<file path="src/rtl/chess_cmd_pkg.sv">
// Shared definitions for the chess board command sequencer.
// Holds opcode and MISC-operand encodings, the board state-mode (SM_*)
// and mask-mode (MM_*) enumerations, and a helper that maps a mask
// opcode onto its mask mode.
package chess_cmd_pkg;

  localparam logic [3:0] OP_NOP        = 4'h0;
  localparam logic [3:0] OP_MISC       = 4'h1;
  localparam logic [3:0] OP_SET_SS1    = 4'h3;
  localparam logic [3:0] OP_PUSH_SS1   = 4'h6;
  localparam logic [3:0] OP_POP_SS1    = 4'h7;
  localparam logic [3:0] OP_MM_DV_EAA  = 4'h8;
  localparam logic [3:0] OP_MM_DA      = 4'h9;
  localparam logic [3:0] OP_FIND_AGG   = 4'hA;
  localparam logic [3:0] OP_SET_SQ     = 4'hB;
  localparam logic [3:0] OP_MM_EAV_EAA = 4'hC;
  localparam logic [3:0] OP_FP         = 4'hD;
  localparam logic [3:0] OP_FA         = 4'hE;
  localparam logic [3:0] OP_FV         = 4'hF;

  localparam logic [3:0] MISC_CLR_ERR  = 4'h0;
  localparam logic [3:0] MISC_WTM0     = 4'h4;
  localparam logic [3:0] MISC_WTM1     = 4'h5;

  typedef enum logic [2:0] {
    SM_IDLE = 3'd0,
    SM_W    = 3'd1,
    SM_FP   = 3'd2,
    SM_FA   = 3'd3,
    SM_FV   = 3'd4
  } sm_e;

  typedef enum logic [1:0] {
    MM_NO_CHANGE = 2'd0,
    MM_DV_EAA    = 2'd1,
    MM_DA        = 2'd2,
    MM_EAV_EAA   = 2'd3
  } mm_e;

  function automatic mm_e op_to_mm(input logic [3:0] op);
    case (op)
      OP_MM_DV_EAA:  return MM_DV_EAA;
      OP_MM_DA:      return MM_DA;
      OP_MM_EAV_EAA: return MM_EAV_EAA;
      default:       return MM_NO_CHANGE;
    endcase
  endfunction

endpackage

</file>
<file path="src/rtl/ss_stack.sv">
// LIFO holding saved ss1 values.
// Ports: clk/rst_n (async active-low), push/pop requests, din (value to
// push), dout (current top, meaningless when empty), full, empty.
// A push while full or a pop while empty is ignored here; the caller
// flags the error.
module ss_stack #(
  parameter int SS_DEPTH = 4
) (
  input  logic       clk,
  input  logic       rst_n,
  input  logic       push,
  input  logic       pop,
  input  logic [5:0] din,
  output logic [5:0] dout,
  output logic       full,
  output logic       empty
);

  localparam int CW = $clog2(SS_DEPTH + 1);
  localparam logic [CW-1:0] DEPTH_C = CW'(SS_DEPTH);
  localparam logic [CW-1:0] ONE_C   = CW'(1);

  // Power-of-two sized storage so every CW-bit index is in range.
  logic [5:0]    mem [0:(1<<CW)-1];
  logic [CW-1:0] cnt;
  logic [CW-1:0] top;

  assign full  = (cnt == DEPTH_C);
  assign empty = (cnt == '0);
  assign top   = cnt - ONE_C;
  assign dout  = mem[top];

  always_ff @(posedge clk or negedge rst_n) begin
    if (!rst_n) begin
      cnt <= '0;
    end else if (push && !full) begin
      cnt <= cnt + ONE_C;
    end else if (pop && !empty) begin
      cnt <= cnt - ONE_C;
    end
  end

  always_ff @(posedge clk) begin
    if (push && !full) mem[cnt] <= din;
  end

endmodule

</file>
<file path="src/rtl/chess_cmd_seq.sv">
// Command sequencer between an SPI nybble link and the chess board logic.
// Ports: clk/rst_n (async active-low); din/din_valid command and operand
// nybbles; dout/dout_valid/dout_ack response beats (OUT_W wide);
// state_mode, mask_mode, wtm, write_bus, ss1 board controls; board_data
// and board_illegal board result; err sticky protocol/stack error.
module chess_cmd_seq
  import chess_cmd_pkg::*;
#(
  parameter int OUT_W    = 4,
  parameter int SS_DEPTH = 4,
  parameter int MAX_ITER = 16
) (
  input  logic             clk,
  input  logic             rst_n,
  input  logic [3:0]       din,
  input  logic             din_valid,
  output logic [OUT_W-1:0] dout,
  output logic             dout_valid,
  input  logic             dout_ack,
  output logic [2:0]       state_mode,
  output logic [1:0]       mask_mode,
  output logic             wtm,
  output logic [3:0]       write_bus,
  output logic [5:0]       ss1,
  input  logic [6:0]       board_data,
  input  logic             board_illegal,
  output logic             err
);

  localparam int IW = $clog2(MAX_ITER + 1);
  localparam logic [IW-1:0] ITER_MAX_C = IW'(MAX_ITER);
  localparam logic [IW-1:0] ITER_ONE_C = IW'(1);
  localparam bit ONE_BEAT = (OUT_W == 8);

  typedef enum logic [3:0] {
    S_IDLE, S_MISC, S_SS1_HI, S_SS1_LO, S_SQ_OP, S_SQ_W,
    S_MASK, S_SETTLE, S_SEND, S_DA
  } state_t;

  state_t        state, state_nx;
  sm_e           kind_sm;   // board mode of the running fetch command
  logic          faa;       // running command is FIND-ALL-AGG
  mm_e           mm_sel;
  logic [7:0]    r;         // captured {illegal, data}
  logic          beat;      // 0 = high nybble pending, 1 = low nybble
  logic [5:0]    saved;     // ss1 at command start, restored at the end
  logic [1:0]    ss1_hi;
  logic [IW-1:0] iter;

  logic       op_go, push, pop, st_full, st_empty;
  logic [5:0] st_top;
  logic       last_beat, done_last, faa_stop, err_set, err_clr;

  assign op_go     = din_valid && (state == S_IDLE);
  assign push      = op_go && (din == OP_PUSH_SS1);
  assign pop       = op_go && (din == OP_POP_SS1);
  assign last_beat = ONE_BEAT | beat;
  assign done_last = (state == S_SEND) && dout_ack && last_beat;
  // Aggressor search ends on an illegal result or when the cap is reached.
  assign faa_stop  = r[7] || (iter == ITER_MAX_C);

  assign err_set = (din_valid && (state == S_SETTLE || state == S_SEND ||
                                  state == S_DA))
                 || (push && st_full) || (pop && st_empty);
  assign err_clr = (state == S_MISC) && din_valid && (din == MISC_CLR_ERR);

  ss_stack #(.SS_DEPTH(SS_DEPTH)) u_stack (
    .clk   (clk),
    .rst_n (rst_n),
    .push  (push),
    .pop   (pop),
    .din   (ss1),
    .dout  (st_top),
    .full  (st_full),
    .empty (st_empty)
  );

  // State register
  always_ff @(posedge clk or negedge rst_n) begin
    if (!rst_n) state <= S_IDLE;
    else        state <= state_nx;
  end

  // Next-state logic
  always_comb begin
    state_nx = state;
    case (state)
      S_IDLE: if (din_valid) begin
        case (din)
          OP_MISC:                              state_nx = S_MISC;
          OP_SET_SS1:                           state_nx = S_SS1_HI;
          OP_SET_SQ:                            state_nx = S_SQ_OP;
          OP_MM_DV_EAA, OP_MM_DA, OP_MM_EAV_EAA: state_nx = S_MASK;
          OP_FIND_AGG, OP_FP, OP_FA, OP_FV:     state_nx = S_SETTLE;
          default:                              state_nx = S_IDLE;
        endcase
      end
      S_MISC:   if (din_valid) state_nx = S_IDLE;
      S_SS1_HI: if (din_valid) state_nx = S_SS1_LO;
      S_SS1_LO: if (din_valid) state_nx = S_IDLE;
      S_SQ_OP:  if (din_valid) state_nx = S_SQ_W;
      S_SQ_W:   state_nx = S_IDLE;
      S_MASK:   state_nx = S_IDLE;
      S_SETTLE: state_nx = S_SEND;
      S_SEND: if (done_last) begin
        if (kind_sm == SM_FA && (!faa || !faa_stop)) state_nx = S_DA;
        else                                          state_nx = S_IDLE;
      end
      S_DA:     state_nx = faa ? S_SETTLE : S_IDLE;
      default:  state_nx = S_IDLE;
    endcase
  end

  // Outputs decoded from state. The fetch mode is held only while the
  // board result is settling or being sent.
  always_comb begin
    state_mode = SM_IDLE;
    mask_mode  = MM_NO_CHANGE;
    dout_valid = 1'b0;
    case (state)
      S_SQ_W:           state_mode = SM_W;
      S_SETTLE:         state_mode = kind_sm;
      S_SEND: begin
        state_mode = kind_sm;
        dout_valid = 1'b1;
      end
      S_MASK:           mask_mode = mm_sel;
      S_DA:             mask_mode = MM_DA;
      default: ;
    endcase
  end

  generate
    if (ONE_BEAT) begin : g_one_beat
      assign dout = r;
    end else begin : g_two_beat
      assign dout = beat ? r[3:0] : r[7:4];
    end
  endgenerate

  // Datapath registers
  always_ff @(posedge clk or negedge rst_n) begin
    if (!rst_n) begin
      kind_sm   <= SM_IDLE;
      faa       <= 1'b0;
      mm_sel    <= MM_NO_CHANGE;
      r         <= '0;
      beat      <= 1'b0;
      saved     <= '0;
      ss1_hi    <= '0;
      iter      <= '0;
      ss1       <= '0;
      wtm       <= 1'b0;
      write_bus <= '0;
      err       <= 1'b0;
    end else begin
      if (op_go) begin
        case (din)
          OP_FP:       begin kind_sm <= SM_FP; faa <= 1'b0; end
          OP_FV:       begin kind_sm <= SM_FV; faa <= 1'b0; end
          OP_FA:       begin kind_sm <= SM_FA; faa <= 1'b0; end
          OP_FIND_AGG: begin kind_sm <= SM_FA; faa <= 1'b1; end
          OP_POP_SS1:  if (!st_empty) ss1 <= st_top;
          default: ;
        endcase
        mm_sel <= op_to_mm(din);
        saved  <= ss1;
        iter   <= '0;
      end
      if (din_valid) begin
        case (state)
          S_MISC: begin
            if (din == MISC_WTM0) wtm <= 1'b0;
            if (din == MISC_WTM1) wtm <= 1'b1;
          end
          S_SS1_HI: ss1_hi    <= din[1:0];
          S_SS1_LO: ss1       <= {ss1_hi, din};
          S_SQ_OP:  write_bus <= din;
          default: ;
        endcase
      end
      if (state == S_SETTLE) begin
        r    <= {board_illegal, board_data};
        beat <= 1'b0;
        iter <= iter + ITER_ONE_C;
      end
      if (state == S_SEND && dout_ack) begin
        if (!last_beat)               beat <= 1'b1;
        else if (faa && faa_stop)     ss1  <= saved;
        else                          ss1  <= r[5:0];
      end
      if (state == S_DA && !faa) ss1 <= saved;
      // Set has priority over a simultaneous MISC clear.
      if (err_set)      err <= 1'b1;
      else if (err_clr) err <= 1'b0;
    end
  end

endmodule

</file>
<file path="config.mk">
export PLATFORM = sky130hd
export DESIGN_NAME = chess_cmd_seq
export DESIGN_NICKNAME = d
export VERILOG_FILES = /design/src/rtl/chess_cmd_pkg.sv /design/src/rtl/ss_stack.sv /design/src/rtl/chess_cmd_seq.sv
export SDC_FILE = /design/constraint.sdc
export NUM_CORES = 1
export LEC_CHECK = 0
export ABC_CLOCK_PERIOD_IN_PS = 2900
export BUFFER_PORTS_ARGS = -buffer_cell sky130_fd_sc_hd__buf_2
export CAP_MARGIN = 20
export CORE_ASPECT_RATIO = 1.4
export CORE_MARGIN = 1
export CORE_UTILIZATION = 46
export CTS_CLUSTER_SIZE = 20
export DETAILED_ROUTE_END_ITERATION = 8
export PLACE_DENSITY_LB_ADDON = 0.08
export SYNTH_ARGS = -nofsm -noshare
export SYNTH_HDL_FRONTEND = slang
export SYNTH_SLANG_ARGS = --single-unit
</file>
<file path="constraint.sdc">
create_clock -name clk -period 2.9 [get_ports clk]
set_clock_uncertainty 0.15 [all_clocks]
set_input_delay 0.58 -clock clk [delete_from_list [all_inputs] [get_ports clk]]
set_output_delay 0.58 -clock clk [all_outputs]
set_load 0.005 [all_outputs]
</file>
==> parameters.txt <==
Parameter                              Value

Timing
  Final hold slack    103 ps
  Final count of negative-setup-slack endpoints    0
  Final critical delay including setup and external delays    around 2700 ps
  Remaining max-slew budget at the tightest pin    between 50 and 60%
  Max-slew violation count    0
  Worst-margin pin slew    around 660 ps
  Max Freq    371 MHz
  RSZ-0062 raised after global routing    false
  Count of endpoints failing hold in the final timing report    0
  Setup TNS    0 ps
  PnR worst setup slack    ~200 ps
  Portion of the clock cycle consumed by the worst path in the final layout    between 90 and 100%

Clock tree
  TritonCTS buffer count    9
  Library cell used as clock root buffer    sky130_fd_sc_hd__clkbuf_16
  Resize count post-CTS    0
  CTS H-Tree Depth    3
  Post-CTS clock slew at the launch and capture registers of the worst setup and hold paths    70 ps
  Post-CTS Setup Bufs    0
  Clock Path Buffers    2
  Hold-fix buffers at CTS    0
  Total number of clock tree sinks    95
  TritonCTS clock tree    built
  Clk_lat worst skew    between 300 and 400 ps

Global routing
  Global-route wire length before repair    approximately 18,000 um
  Number of antenna violations at the first check in global routing    0
  Largest net degree at the start of global routing    27
  Number of global-route vias before repair    3,305
  GRT overflow    0
  GRT Total Usage    around 24%

Detailed routing
  WL/cell    slightly above 20 um
  Detailed router's first-iteration violation count    between 200 and 250
  First drt pass iteration count    4
  Routed wire length    11,500 um
  Via count    3,217
  Vias/cell    5.64
  Antenna violation net count after detailed routing    0
  Post-route DRC    0

Pwr
  Power per unit of standard cell area    963 mW/mm2
  Leak Pwr    2.11 nW
  Tot Pwr    about 5 mW
  Peak supply drop    ~0.00052 V

Layout
  Fraction of layout cells with a size suffix above 1    between 20% and 30%
  Utilization of the core after routing    54.9%
  Filler-free cell count of the finished design    between 500 and 600
  Leading cell types in the layout, fill and taps excluded    sky130_fd_sc_hd__nand2_1 (75), sky130_fd_sc_hd__edfxtp_1 (48), sky130_fd_sc_hd__dfrtp_1 (47)
  Most common cell after layout, fill and taps aside    sky130_fd_sc_hd__nand2_1
  Area added between synthesis and finish    14.6%
  Layout net count    between 400 and 500
  Count of antenna diodes in the layout    0
  Fill cell instance count of the final layout    about 850
  Final std cell area, no fill    0.00526 mm2

Setup path
  Capturing element type of the critical path    primary output
  Element type at the critical path start    flop
  Category of the most critical setup path    reg2out
  Data required time at the worst endpoint    around 2200 ps
  Biggest fanout along the worst timing path    13
  CP arrival    ~2000 ps

Logic synthesis
  Number of enable flip-flop cells after synthesis    48
  Most used DFF post-synth    sky130_fd_sc_hd__edfxtp_1
  Post-Syn Instances    390
  Post-synth design cell area    around 0.0046 mm2
  Syn nets    411
  Yosys Warn Count    0
  Syn_area_per_cell    ~12 um2
  Number of distinct library cells after synthesis    between 50 and 60
  Synthesis-stage register bit count    95
  Register area share after synthesis    a little under three fifths
  Synth async-reset ratio    about half

Floorplanning
  Initial Utilization    47.9%
  Core Area    0.00956 mm2
  DIE AREA    between 0.01 and 0.015 mm2
  Number of rows in the core area    42
  Chip Width    ~86 um
  Num ports    38
  Height of the chip    120 um

Place
  Placed wire-length estimate after detailed placement    slightly above 8000 um
  Weighted congestion at the end of routability-driven global placement    roughly 0.86
  Pre-CTS setup slack    just under 400 ps
  Total cell area at the placement stage    roughly 0.0050 mm2
  Number of buffer cells added on primary ports    37
  Placed insts    554

Job
  Max cap viols    0

Hold path
  Min-delay worst type    in2async

Run status
  Run status    completed
sequential cells by signal (all words and copies together) (netlist names), 4 cells and up:
register,flops
ss1,6
u_stack.mem,48
state,4
saved,6
r,8
write_bus,4
iter,5
worst paths after layout:
kind	from	end	slack, ps	cells after the start
max	state[2]	state_mode[1]	200	4
min	rst_n	kind_sm[0]	100	1
min reg2reg	r[6]	r[6]	330	2
max reg2reg	u_stack.cnt[1]	ss1[1]	380	6
min in group clk	board_illegal	r[7]	270	3
max in group asynchronous	rst_n	saved[3]	1830	2
critical path: stages, from the launching register on:
cell	delay [ps]
sky130_fd_sc_hd__dfrtp_1	570
sky130_fd_sc_hd__nor4b_4	630
sky130_fd_sc_hd__nor2_1	150
sky130_fd_sc_hd__nor2b_1	140
sky130_fd_sc_hd__buf_2	120
cells by family (layout without fill, tap and decap cells):
| group | count (synthesis) | after routing | share of synthesized area (%) |
|---|---|---|---|
| mux | 28 | 28 | 9.63 |
| xor+xnor | 8 | 8 | 1.53 |
| simple gates | 155 | 155 | 17.3 |
| compound gates | 66 | 66 | 9.88 |
| fa+ha+maj | 5 | 5 | 1.36 |
| flops | 95 | 95 | 57.1 |
| buf+inv | 33 | 81 | 3.19 |
area by class of cell:
class	count	area (um2)	share of cell area, %
sequential	95	2620	49.8
multi-input combinational	262	1820	34.7
timing repair buffer	56	328	6.24
clock buffer	9	225	4.29
tap	132	165	3.14
clock inverter	7	63.8	1.21
inverter	9	33.8	0.643
Yosys cell counts, drive strengths merged, types with 7 or more instances:
library cell / instances / area, um2
inv: 9 / 33.8
nand3: 12 / 60.1
buf: 12 / 67.6
o21ai: 22 / 110
nand2: 75 / 282
mux4: 12 / 270
mux2: 9 / 101
nor3: 8 / 40.0
edfxtp: 48 / 1440
a211oi: 7 / 52.6
mux2i: 7 / 70.1
clkbuf: 12 / 45.0
dfrtp: 47 / 1180
nor2: 19 / 71.3
power breakdown:
group | switching, mW | total [mW] | leakage, nW | internal [mW]
Combinational | 0.849 | 1.68 | 0.974 | 0.831
Clock | 0.555 | 1.15 | 0.136 | 0.599
Sequential | 0.434 | 2.23 | 0.995 | 1.79
metal layers:
layer / vias to the layer above / share of wire (%) / global-route usage (%)
met4: 0 / 3.0 / 11.4
met2: 78 / 54 / 42.8
li1: 1522 / - / -
met5: - / 0 / 0
met1: 1596 / 39 / 28.9
met3: 21 / 4.2 / 4.20
Power figures use the tool's default switching activity.
